### src/rtl/screen_sequencer_if.sv
// Purpose: handshake bundle between the game-flow controller and its
// surroundings (input pulses in, screen selection / enables / timing out).
// Signals:
//   start, pause, game_over, winner_b : event pulses from controls / scoring
//   screen_sel                        : selected screen code (0..6)
//   *_en                              : one-hot screen block enables
//   cd_digit                          : current countdown digit
//   draw_active                       : plot window of the selected screen
// Modports: master drives the pulses, slave is the sequencer.
interface screen_sequencer_if;
  logic       start;
  logic       pause;
  logic       game_over;
  logic       winner_b;
  logic [2:0] screen_sel;
  logic       title_en;
  logic       idle_en;
  logic       pause_en;
  logic       countdown_en;
  logic       a_win_en;
  logic       b_win_en;
  logic       play_en;
  logic [3:0] cd_digit;
  logic       draw_active;

  modport master (
    output start, pause, game_over, winner_b,
    input  screen_sel, title_en, idle_en, pause_en, countdown_en,
           a_win_en, b_win_en, play_en, cd_digit, draw_active
  );

  modport slave (
    input  start, pause, game_over, winner_b,
    output screen_sel, title_en, idle_en, pause_en, countdown_en,
           a_win_en, b_win_en, play_en, cd_digit, draw_active
  );
endinterface

### src/rtl/screen_sequencer.sv
// Purpose: game-flow controller. Picks the full-screen background
// (title/idle/pause/countdown/A-win/B-win) or gameplay, runs the 1 s
// countdown and opens a one-frame plot window on every screen change
// and every countdown tick.
// Ports:
//   CLOCK_50 : system clock
//   resetn   : asynchronous active-low reset
//   bus      : screen_sequencer_if.slave (pulses in, registered screen outputs)
// Optional feature: define SCREEN_ATTRACT_EN to return from IDLE to TITLE
// after IDLE_TIMEOUT_S seconds without a start pulse.
module screen_sequencer #(
  parameter int unsigned TICKS_PER_SEC  = 50_000_000,
  parameter int unsigned COUNT_START    = 5,
  parameter int unsigned FRAME_CYCLES   = 19200,
  parameter int unsigned IDLE_TIMEOUT_S = 30
) (
  input  logic              CLOCK_50,
  input  logic              resetn,
  screen_sequencer_if.slave bus
);

  localparam int unsigned SEL_W       = 3;
  localparam int unsigned NUM_SCREENS = 7;
  localparam int unsigned DIGIT_W     = 4;
  localparam int unsigned PRESC_W     = (TICKS_PER_SEC > 1) ? $clog2(TICKS_PER_SEC) : 1;
  localparam int unsigned DRAW_W      = $clog2(FRAME_CYCLES + 1);

  // Parameter sanity checks at elaboration.
  if (COUNT_START < 1 || COUNT_START > 9) begin : g_bad_count_start
    $error("COUNT_START must be 1..9");
  end
  if (TICKS_PER_SEC < 1 || FRAME_CYCLES < 1 || IDLE_TIMEOUT_S < 1) begin : g_bad_timing
    $error("TICKS_PER_SEC, FRAME_CYCLES and IDLE_TIMEOUT_S must be >= 1");
  end

  // Encoding doubles as the screen_sel code.
  typedef enum logic [SEL_W-1:0] {
    ST_TITLE     = 3'd0,
    ST_IDLE      = 3'd1,
    ST_PAUSE     = 3'd2,
    ST_COUNTDOWN = 3'd3,
    ST_A_WON     = 3'd4,
    ST_B_WON     = 3'd5,
    ST_PLAY      = 3'd6
  } state_t;

  state_t                   r_state;
  logic [NUM_SCREENS-1:0]   r_en;
  logic [DIGIT_W-1:0]       r_cd_digit;
  logic [PRESC_W-1:0]       r_presc;
  logic [DRAW_W-1:0]        r_draw_cnt;
  logic                     r_draw_active;

  state_t                   w_state_nxt;
  logic [NUM_SCREENS-1:0]   w_en_nxt;
  logic [DIGIT_W-1:0]       w_cd_nxt;
  logic [PRESC_W-1:0]       w_presc_nxt;
  logic [DRAW_W-1:0]        w_draw_cnt_nxt;
  logic                     w_draw_active_nxt;
  logic                     w_timed;
  logic                     w_tick;
  logic                     w_timeout;
  logic                     w_reload;

`ifdef SCREEN_ATTRACT_EN
  localparam int unsigned SEC_W = (IDLE_TIMEOUT_S > 1) ? $clog2(IDLE_TIMEOUT_S + 1) : 1;
  logic [SEC_W-1:0] r_idle_sec;
  logic [SEC_W-1:0] w_idle_sec_nxt;
`endif

  // Next-state, counters and registered-output values.
  always_comb begin
    w_state_nxt = r_state;
    w_cd_nxt    = r_cd_digit;
    w_presc_nxt = '0;
    w_timeout   = 1'b0;

`ifdef SCREEN_ATTRACT_EN
    w_timed = (r_state == ST_COUNTDOWN) || (r_state == ST_IDLE);
`else
    w_timed = (r_state == ST_COUNTDOWN);
`endif
    w_tick = w_timed && (r_presc == PRESC_W'(TICKS_PER_SEC - 1));

`ifdef SCREEN_ATTRACT_EN
    w_timeout = w_tick && (r_state == ST_IDLE) &&
                (r_idle_sec == SEC_W'(IDLE_TIMEOUT_S - 1));
`endif

    case (r_state)
      ST_TITLE: begin
        if (bus.start) w_state_nxt = ST_IDLE;
      end
      ST_IDLE: begin
        // Start wins over a timeout landing on the same cycle.
        if (bus.start) begin
          w_state_nxt = ST_COUNTDOWN;
          w_cd_nxt    = DIGIT_W'(COUNT_START);
        end else if (w_timeout) begin
          w_state_nxt = ST_TITLE;
        end
      end
      ST_COUNTDOWN: begin
        if (w_tick) begin
          if (r_cd_digit == DIGIT_W'(1)) w_state_nxt = ST_PLAY;
          else                           w_cd_nxt    = r_cd_digit - DIGIT_W'(1);
        end
      end
      ST_PLAY: begin
        if (bus.game_over)  w_state_nxt = bus.winner_b ? ST_B_WON : ST_A_WON;
        else if (bus.pause) w_state_nxt = ST_PAUSE;
      end
      ST_PAUSE: begin
        if (bus.pause) w_state_nxt = ST_PLAY;
      end
      ST_A_WON, ST_B_WON: begin
        if (bus.start) w_state_nxt = ST_TITLE;
      end
      default: w_state_nxt = ST_TITLE;
    endcase

    // Prescaler only runs while staying in a timed state; any exit clears it.
    if (w_timed && (w_state_nxt == r_state))
      w_presc_nxt = w_tick ? '0 : r_presc + PRESC_W'(1);

`ifdef SCREEN_ATTRACT_EN
    w_idle_sec_nxt = '0;
    if ((r_state == ST_IDLE) && (w_state_nxt == ST_IDLE))
      w_idle_sec_nxt = w_tick ? r_idle_sec + SEC_W'(1) : r_idle_sec;
`endif

    // Redraw on every screen change and every countdown digit change.
    w_reload = (w_state_nxt != r_state) || ((r_state == ST_COUNTDOWN) && w_tick);
    if (w_reload)                w_draw_cnt_nxt = DRAW_W'(FRAME_CYCLES);
    else if (r_draw_cnt != '0)   w_draw_cnt_nxt = r_draw_cnt - DRAW_W'(1);
    else                         w_draw_cnt_nxt = r_draw_cnt;
    w_draw_active_nxt = (w_draw_cnt_nxt != '0);

    w_en_nxt = NUM_SCREENS'(1) << w_state_nxt;
  end

  // State and output registers.
  always_ff @(posedge CLOCK_50 or negedge resetn) begin
    if (!resetn) begin
      r_state       <= ST_TITLE;
      r_en          <= NUM_SCREENS'(1);
      r_cd_digit    <= DIGIT_W'(COUNT_START);
      r_presc       <= '0;
      r_draw_cnt    <= DRAW_W'(FRAME_CYCLES);
      r_draw_active <= 1'b1;
    end else begin
      r_state       <= w_state_nxt;
      r_en          <= w_en_nxt;
      r_cd_digit    <= w_cd_nxt;
      r_presc       <= w_presc_nxt;
      r_draw_cnt    <= w_draw_cnt_nxt;
      r_draw_active <= w_draw_active_nxt;
    end
  end

`ifdef SCREEN_ATTRACT_EN
  // Idle seconds counter for the attract-mode return.
  always_ff @(posedge CLOCK_50 or negedge resetn) begin
    if (!resetn) r_idle_sec <= '0;
    else         r_idle_sec <= w_idle_sec_nxt;
  end
`endif

  assign bus.screen_sel   = r_state;
  assign bus.title_en     = r_en[0];
  assign bus.idle_en      = r_en[1];
  assign bus.pause_en     = r_en[2];
  assign bus.countdown_en = r_en[3];
  assign bus.a_win_en     = r_en[4];
  assign bus.b_win_en     = r_en[5];
  assign bus.play_en      = r_en[6];
  assign bus.cd_digit     = r_cd_digit;
  assign bus.draw_active  = r_draw_active;

endmodule

### src/flat_wrapper.sv
// flat-port wrapper written by rule: the top's interface ports become plain ports
module screen_sequencer_flat 
#(
  parameter int unsigned TICKS_PER_SEC  = 50_000_000,
  parameter int unsigned COUNT_START    = 5,
  parameter int unsigned FRAME_CYCLES   = 19200,
  parameter int unsigned IDLE_TIMEOUT_S = 30
)
  (CLOCK_50, resetn, bus_start, bus_pause, bus_game_over, bus_winner_b, bus_screen_sel, bus_title_en, bus_idle_en, bus_pause_en, bus_countdown_en, bus_a_win_en, bus_b_win_en, bus_play_en, bus_cd_digit, bus_draw_active);
  screen_sequencer_if bus_i ();
  input  logic CLOCK_50;
  input  logic resetn;
  input wire logic [$bits(bus_i.start)-1:0] bus_start;
  input wire logic [$bits(bus_i.pause)-1:0] bus_pause;
  input wire logic [$bits(bus_i.game_over)-1:0] bus_game_over;
  input wire logic [$bits(bus_i.winner_b)-1:0] bus_winner_b;
  output wire logic [$bits(bus_i.screen_sel)-1:0] bus_screen_sel;
  output wire logic [$bits(bus_i.title_en)-1:0] bus_title_en;
  output wire logic [$bits(bus_i.idle_en)-1:0] bus_idle_en;
  output wire logic [$bits(bus_i.pause_en)-1:0] bus_pause_en;
  output wire logic [$bits(bus_i.countdown_en)-1:0] bus_countdown_en;
  output wire logic [$bits(bus_i.a_win_en)-1:0] bus_a_win_en;
  output wire logic [$bits(bus_i.b_win_en)-1:0] bus_b_win_en;
  output wire logic [$bits(bus_i.play_en)-1:0] bus_play_en;
  output wire logic [$bits(bus_i.cd_digit)-1:0] bus_cd_digit;
  output wire logic [$bits(bus_i.draw_active)-1:0] bus_draw_active;
  assign bus_i.start = bus_start;
  assign bus_i.pause = bus_pause;
  assign bus_i.game_over = bus_game_over;
  assign bus_i.winner_b = bus_winner_b;
  assign bus_screen_sel = bus_i.screen_sel;
  assign bus_title_en = bus_i.title_en;
  assign bus_idle_en = bus_i.idle_en;
  assign bus_pause_en = bus_i.pause_en;
  assign bus_countdown_en = bus_i.countdown_en;
  assign bus_a_win_en = bus_i.a_win_en;
  assign bus_b_win_en = bus_i.b_win_en;
  assign bus_play_en = bus_i.play_en;
  assign bus_cd_digit = bus_i.cd_digit;
  assign bus_draw_active = bus_i.draw_active;
  screen_sequencer #(.TICKS_PER_SEC(TICKS_PER_SEC), .COUNT_START(COUNT_START), .FRAME_CYCLES(FRAME_CYCLES), .IDLE_TIMEOUT_S(IDLE_TIMEOUT_S)) u_core (.CLOCK_50(CLOCK_50), .resetn(resetn), .bus(bus_i));
endmodule
### config.mk
export PLATFORM = sky130hd
export DESIGN_NAME = screen_sequencer_flat
export DESIGN_NICKNAME = d
export VERILOG_FILES = /design/src/rtl/screen_sequencer_if.sv /design/src/rtl/screen_sequencer.sv /design/src/flat_wrapper.sv
export SDC_FILE = /design/constraint.sdc
export NUM_CORES = 1
export LEC_CHECK = 0
export ABC_AREA = 1
export BUFFER_PORTS_ARGS = -buffer_cell sky130_fd_sc_hd__buf_2
export CORE_MARGIN = 2
export CORE_UTILIZATION = 34
export DETAILED_ROUTE_END_ITERATION = 8
export PLACE_DENSITY = 0.5
export SETUP_SLACK_MARGIN = 0.05
export SLEW_MARGIN = 20
export SYNTH_ARGS = -nofsm -noshare
export SYNTH_HDL_FRONTEND = slang
export SYNTH_SLANG_ARGS = --single-unit
### constraint.sdc
create_clock -name CLOCK_50 -period 2.17 [get_ports CLOCK_50]
set_clock_uncertainty 0.2 [all_clocks]
set_input_delay 0.3255 -clock CLOCK_50 [delete_from_list [all_inputs] [get_ports CLOCK_50]]
set_output_delay 0.3255 -clock CLOCK_50 [all_outputs]
set_load 0.05 [all_outputs]
==> results.cfg, run 1 <==
[status]
status = finished clean

[clock_network]
clock_sinks = 56
cts_made_buffers = 5
tritoncts = yes
cts_max_path_buffers = 2
htree_levels = 2
insertion_delay_ns = 0.31
root_buffer = clkbuf_8
clk_pin_slew_worst_paths_ns = 0.10

[sta]
worstMarginPinSlew_ns = 0.433
drv_slew = 0
finalHoldViolCount = 0
clock.fmax_mhz = 483
finalCritPeriodShare = 0.955
relSlewSlack = 0.708
layout_min_cycle_time_ns = 2.07
rsz0062_at_grt = yes
hold_slack_ns = 0.246
setup_viol = 0

[global_route]
antenna_found_initial = 0
grt_pass1_wl_um = 13300
grt_pass1_vias = 2982
grt_overflow = 0
grt.total_usage = 0.160
grt_max_degree = 37

[drt]
dr.pass1.iters = 6
route.detailed.drc = 0
wire_per_inst_um = 12.3
vias = 3000
vias_per_cell = 4.72
drt_first_iter_violations = 88
wirelength_um = 7810
ant_nets = 0

[placed_design]
place.gp.congestion = 0.814
hpwl_um = 5920
place.port_buffers = 20

[floorplan]
start_util = 0.351
die_h_um = 102
die_x_um = 102
rows = 35
core_area_um2 = 9280
io_pins = 21
dieArea_um2 = 10400

[synthesis]
synth_top_area_frac = 0.369
syn_inst = 427
yosysSeqAreaShare = 0.433
yosysTopAreaCell = dfrtp_1
ys.flop_type = dfrtp_1
yosysMostFrequentCell = nor2_1
syn-num-nets = 438
synthArstFlopShare = 1.00
ys_ff_latch = 56
synth-edff-count = 0
synth_area_um2 = 3260
ys_warn_count = 0
synth_common_cells = nor2_1 (88), nand2_1 (87), dfrtp_1 (48), inv_1 (48), nand3_1 (28)
synthDistinctLibCells = 37
synthTopCellsByArea = dfrtp_1 (37%), nor2_1 (10%), nand2_1 (10%), dfstp_2 (6.5%), inv_1 (5.5%)
syn_avg_cell_area_um2 = 7.63

[finish]
post-route-util = 0.448
multi_input_area_um2 = 1720
layout.area.seq_um2 = 1420
num_antenna_cells = 0
area_growth_syn_to_layout_pct = 27.6
final.fill_count = 956
fin_nets = 516
layout-drive-gt1-share = 0.285

[hold_path]
holdPathEnd = u_core.r_en[3]
whs_path_depth = 4
min-delay-start = bus_game_over
hp-class = primary input to flop

[power_and_ir_drop]
netSwitchingPower_mw = 2.03
seq_power_share = 0.309
leakage_nw = 1.91
pwr-share-clk = 0.159
ir_worst_vdd_v = 0.000845
intPower_mw = 2.55
p_sw_frac = 0.443
comb_power_share = 0.532
powerDensity_nw_per_um2 = 1100

[worst_setup_path]
rrSetupSlack_ns = 0.1
cp_slowest_cell = dfrtp_2
r2r_start = u_core.bus.screen_sel[2]
rr_worst_depth = 11
crit_type = flop to flop
cpMostUsedCell = inv_2
end_kind = flop
worstPathRequired_ns = 2.20
cp_cell_sequence = inv_2 -> nor2_1 -> o21a_1 -> nor2_2 -> nand2_2 -> nand2_4 -> nand3_4 -> nor2_4 -> inv_2 -> buf_12 -> nor3b_2
start_kind = flop
cpPeakStageDelay_ns = 0.46
cp_data_arrival_time_ns = 2.10
reg2reg_to = u_core.r_presc[13]
path_max_fanout = 22

[flow_run]
max_cap_viol_count = 0
per-layer routing:
layer,share of wire,track usage,vias to the layer above
met5,0,0,-
met4,0.015,0.0503,0
met3,0.028,0.0267,11
met1,0.49,0.219,1410
li1,-,-,1531
met2,0.47,0.260,48
cell usage in the layout (no fill, tap or decap), types with 2 or more instances in the layout:
cell type,instances
nor2_4,5
nand3_1,27
nor2_1,80
o22ai_1,2
o211ai_1,2
nand3b_1,5
nor3_2,5
nor2_2,11
a31oi_1,3
o21ai_1,4
nand2_2,9
xor2_1,11
inv_2,3
o21ai_0,7
dfrtp_2,4
nand4_1,13
and3_1,2
dfrtp_1,44
ha_1,4
buf_4,51
nor3b_2,4
dfstp_2,8
buf_12,2
nor3_1,10
xnor2_1,4
a21oi_1,8
clkbuf_8,6
buf_2,20
or2_2,3
inv_1,47
nand3_4,2
nand2_1,83
nand3_2,2
timing repair:
| item | in CTS | in global routing |
|---|---|---|
| gates resized for setup | 6 | 23 |
| hold endpoints to repair | 48 | 0 |
| setup buffers | 3 | 11 |
| hold buffers | 1 | 0 |
| pin swaps | 3 | 6 |
| endpoints found under the setup margin | 7 | 30 |
worst max-delay path: cells and delay by family (launching register included):
| kind | cells | cell delay, ns |
|---|---|---|
| AND/OR/NAND/NOR | 7 | 0.80 |
| flip-flops | 1 | 0.46 |
| buffers and inverters | 3 | 0.35 |
| AO/OA/AOI/OAI | 1 | 0.18 |
state kept, by name, indices dropped and copies added, names as in the netlist:
register,flops
u_core.bus.cd_digit,4
u_core.r_presc,26
u_core.bus.screen_sel,3
u_core.r_en,7
u_core.r_draw_cnt,15
u_core.bus.draw_active,1
stage by stage:
| stage | setup TNS [ns] | power (mW) | cell area [um2] | worst slack, ns | cells |
|---|---|---|---|---|---|
| final | 0 | 4.58 | 4160 | 0.0981 | 635 |
| after global routing | -0.388 | 4.93 | 4160 | -0.0457 | 635 |
| after CTS | 0 | 4.37 | 3990 | 0.0407 | 624 |
| after detailed placement | -0.0142 | 3.58 | 3810 | -0.00714 | 612 |
| after global placement | -0.0295 | 3.58 | 3810 | -0.0295 | 612 |
| after floorplan | 0 | 2.91 | 3270 | 0.0552 | 427 |
final cells by class:
type,count,share of cell area
multi-input cells,317,0.414
flip-flops and latches,56,0.341
repair buffers,75,0.132
inverters,50,0.0451
well taps,129,0.0388
clock buffers,6,0.0199
clock inverters,2,0.00933
power groups by stage:
| stage | Clock [mW] | Combinational (mW) | Sequential, mW |
|---|---|---|---|
| 3_5_place_dp | 0 | 2.14 | 1.44 |
| 4_1_cts | 0.746 | 2.20 | 1.42 |
| 6_report | 0.726 | 2.43 | 1.42 |
| 3_3_place_gp | 0 | 2.14 | 1.43 |
| 5_1_grt | 0.789 | 2.70 | 1.44 |
| 2_1_floorplan | 0 | 1.14 | 1.77 |
worst max path at each step:
stage,from,endpoint,slack [ns],depth (start not counted)
2_1_floorplan,u_core.bus.cd_digit[0],u_core.r_presc[18],0.06,11
3_3_place_gp,u_core.r_draw_cnt[2],u_core.bus.draw_active,-0.03,10
3_5_place_dp,u_core.r_presc[1],u_core.r_presc[22],-0.007,9
4_1_cts,u_core.r_presc[0],u_core.r_presc[2],0.04,13
5_1_grt,u_core.r_draw_cnt[0],u_core.bus.draw_active,-0.05,11
6_report,u_core.bus.screen_sel[2],u_core.r_presc[13],0.1,11
kinds of logic after synthesis:
kind of cell | share of synthesized area
AO/OA/AOI/OAI | 0.0588
XOR/XNOR | 0.0403
adder cells (fa/ha/maj) | 0.0192
buffers and inverters | 0.0691
flip-flops | 0.433
AND/OR/NAND/NOR | 0.379
No activity file was read; power rests on OpenSTA's default activity.
==> inputs of run 2 (changes only) <==
--- a/config.mk
+++ b/config.mk
@@ -10,7 +10,7 @@
 export CORE_MARGIN = 2
 export CORE_UTILIZATION = 34
 export DETAILED_ROUTE_END_ITERATION = 8
-export PLACE_DENSITY = 0.5
+export PLACE_DENSITY = 0.52
 export SETUP_SLACK_MARGIN = 0.05
 export SLEW_MARGIN = 20
 export SYNTH_ARGS = -nofsm -noshare
==> results.cfg, run 2 (synthesis results as in run 1) <==
[global_route]
grt_pass1_vias = 2941
grt_overflow = 0
grt.total_usage = 0.164
grt_max_degree = 35
antenna_found_initial = 0
grt_pass1_wl_um = 13700

[drt]
drt_first_iter_violations = 117
wirelength_um = 8200
wire_per_inst_um = 12.7
ant_nets = 0
dr.pass1.iters = 4
vias_per_cell = 4.72
vias = 3032
route.detailed.drc = 0

[worst_setup_path]
cp_cell_sequence = inv_2 -> nor2_1 -> o21a_1 -> nor2_2 -> nand2_2 -> nand2_4 -> nand3_4 -> nor2_4 -> inv_4 -> buf_12 -> nor3b_4
rrSetupSlack_ns = 0.03
end_kind = flop
path_max_fanout = 7
worstPathRequired_ns = 2.20
cp_data_arrival_time_ns = 2.17
cp_slowest_cell = dfrtp_2
cpPeakStageDelay_ns = 0.48
start_kind = flop
rr_worst_depth = 11
r2r_start = u_core.bus.screen_sel[2]
reg2reg_to = u_core.r_presc[6]
path_delay_family = simple AND/OR/NAND/NOR gates
crit_type = flop to flop
crit_buf_inv = 3

[clock_network]
htree_levels = 2
clk_pin_slew_worst_paths_ns = 0.11
cts_made_buffers = 5
clock_sinks = 56
insertion_delay_ns = 0.31
root_buffer = clkbuf_8
tritoncts = yes
cts_max_path_buffers = 2

[sta]
clock.fmax_mhz = 468
drv_slew = 0
tns_ns = 0
hold_slack_ns = 0.262
rsz0062_at_grt = yes
worstMarginPinSlew_ns = 0.630
relSlewSlack = 0.580
layout_min_cycle_time_ns = 2.14
setup_viol = 0
finalCritPeriodShare = 0.985
setup_slack_ns = 0.0332
finalHoldViolCount = 0

[finish]
area_growth_syn_to_layout_pct = 34.4
layout.cells.non_filler = 643
final_cell_mix = nand2_1 (84), nor2_1 (66), buf_4 (53)
final.fill_count = 945
largestRegisters = u_core.r_presc x26, u_core.r_draw_cnt x15, u_core.r_en x7
largest_reg_flops = 26
fin_nets = 524
final_common_cell = nand2_1
layout-drive-gt1-share = 0.344
num_antenna_cells = 0
regMostFlops = u_core.r_presc

[floorplan]
rows = 35
die_x_um = 102
die_h_um = 102
core_area_um2 = 9280
start_util = 0.351
io_pins = 21
dieArea_um2 = 10400

[hold_path]
holdPathEnd = u_core.bus.cd_digit[2]
min-delay-start = bus_start
hp-class = primary input to flop
whs_path_depth = 5

[placed_design]
pre_cts_ws_ns = -0.0746
hpwl_um = 6000
place.port_buffers = 20
dp.cells = 615
place.gp.congestion = 0.874

[status]
status = finished clean

[power_and_ir_drop]
total_power_mw = 4.92
leakage_nw = 2.01
ir_worst_vdd_v = 0.000774
powerDensity_nw_per_um2 = 1120

[flow_run]
max_cap_viol_count = 0
-- run 2: cell types whose count changed in the layout (fill, tap and decap cells not counted), moves of 4 or more --
cell     change
a21oi_1      -4
buf_6        +4
nor2_4       +4
nor2_1      -14
nor2_2      +10
-- run 2: what timing repair did --
action	CTS	global route
pin swaps	5	20
setup buffers	7	12
hold buffers	1	0
gates resized for setup	12	61
cloned	1	1
setup endpoints to repair	7	31
hold endpoints to repair	20	0
-- run 2: layer usage --
layer  up-vias  share of wire  GRT usage
met5         -              0          0
met4         0          0.010     0.0390
met3         6          0.019     0.0178
li1       1548              -          -
met2        34           0.48      0.271
met1      1444           0.49      0.233
-- run 2: cell type report --
| class | count | area [um2] | share of cell area |
|---|---|---|---|
| well taps | 129 | 161 | 0.0369 |
| clock inverters | 3 | 22.5 | 0.00514 |
| inverters | 50 | 193 | 0.0440 |
| clock buffers | 5 | 68.8 | 0.0157 |
| multi-input cells | 317 | 1860 | 0.424 |
| flip-flops and latches | 56 | 1420 | 0.324 |
| repair buffers | 83 | 661 | 0.151 |
-- run 2: through the flow --
step                 util  cell area, um2
finish              0.472            4380
CTS                 0.439            4080
global placement    0.414            3840
floorplan               -            3270
detailed placement  0.414            3840
global route        0.472            4380
-- run 2: worst max path at each step --
stage	from	endpoint	slack (ns)	cells past startpoint
2_1_floorplan	u_core.bus.cd_digit[0]	u_core.r_presc[18]	0.06	11
3_3_place_gp	u_core.r_draw_cnt[3]	u_core.bus.draw_active	-0.04	10
3_5_place_dp	u_core.r_presc[0]	u_core.r_presc[6]	-0.07	13
4_1_cts	u_core.r_presc[0]	u_core.r_presc[18]	0.02	13
5_1_grt	u_core.bus.screen_sel[2]	u_core.r_presc[6]	-0.08	11
6_report	u_core.bus.screen_sel[2]	u_core.r_presc[6]	0.03	11
-- run 2: worst register-to-register path, cell delays in order, from the launching register on --
cell and delay, ns:
dfrtp_2 0.48, inv_2 0.16, nor2_1 0.06, o21a_1 0.17
nor2_2 0.16, nand2_2 0.10, nand2_4 0.08, nand3_4 0.09
nor2_4 0.13, inv_4 0.08, buf_12 0.15, nor3b_4 0.18
-- run 2: where the power goes --
group,total [mW],internal [mW],switching [mW],leakage (nW)
Combinational,2.93,1.17,1.75,1.22
Sequential,1.41,1.26,0.150,0.732
Clock,0.591,0.233,0.358,0.0485
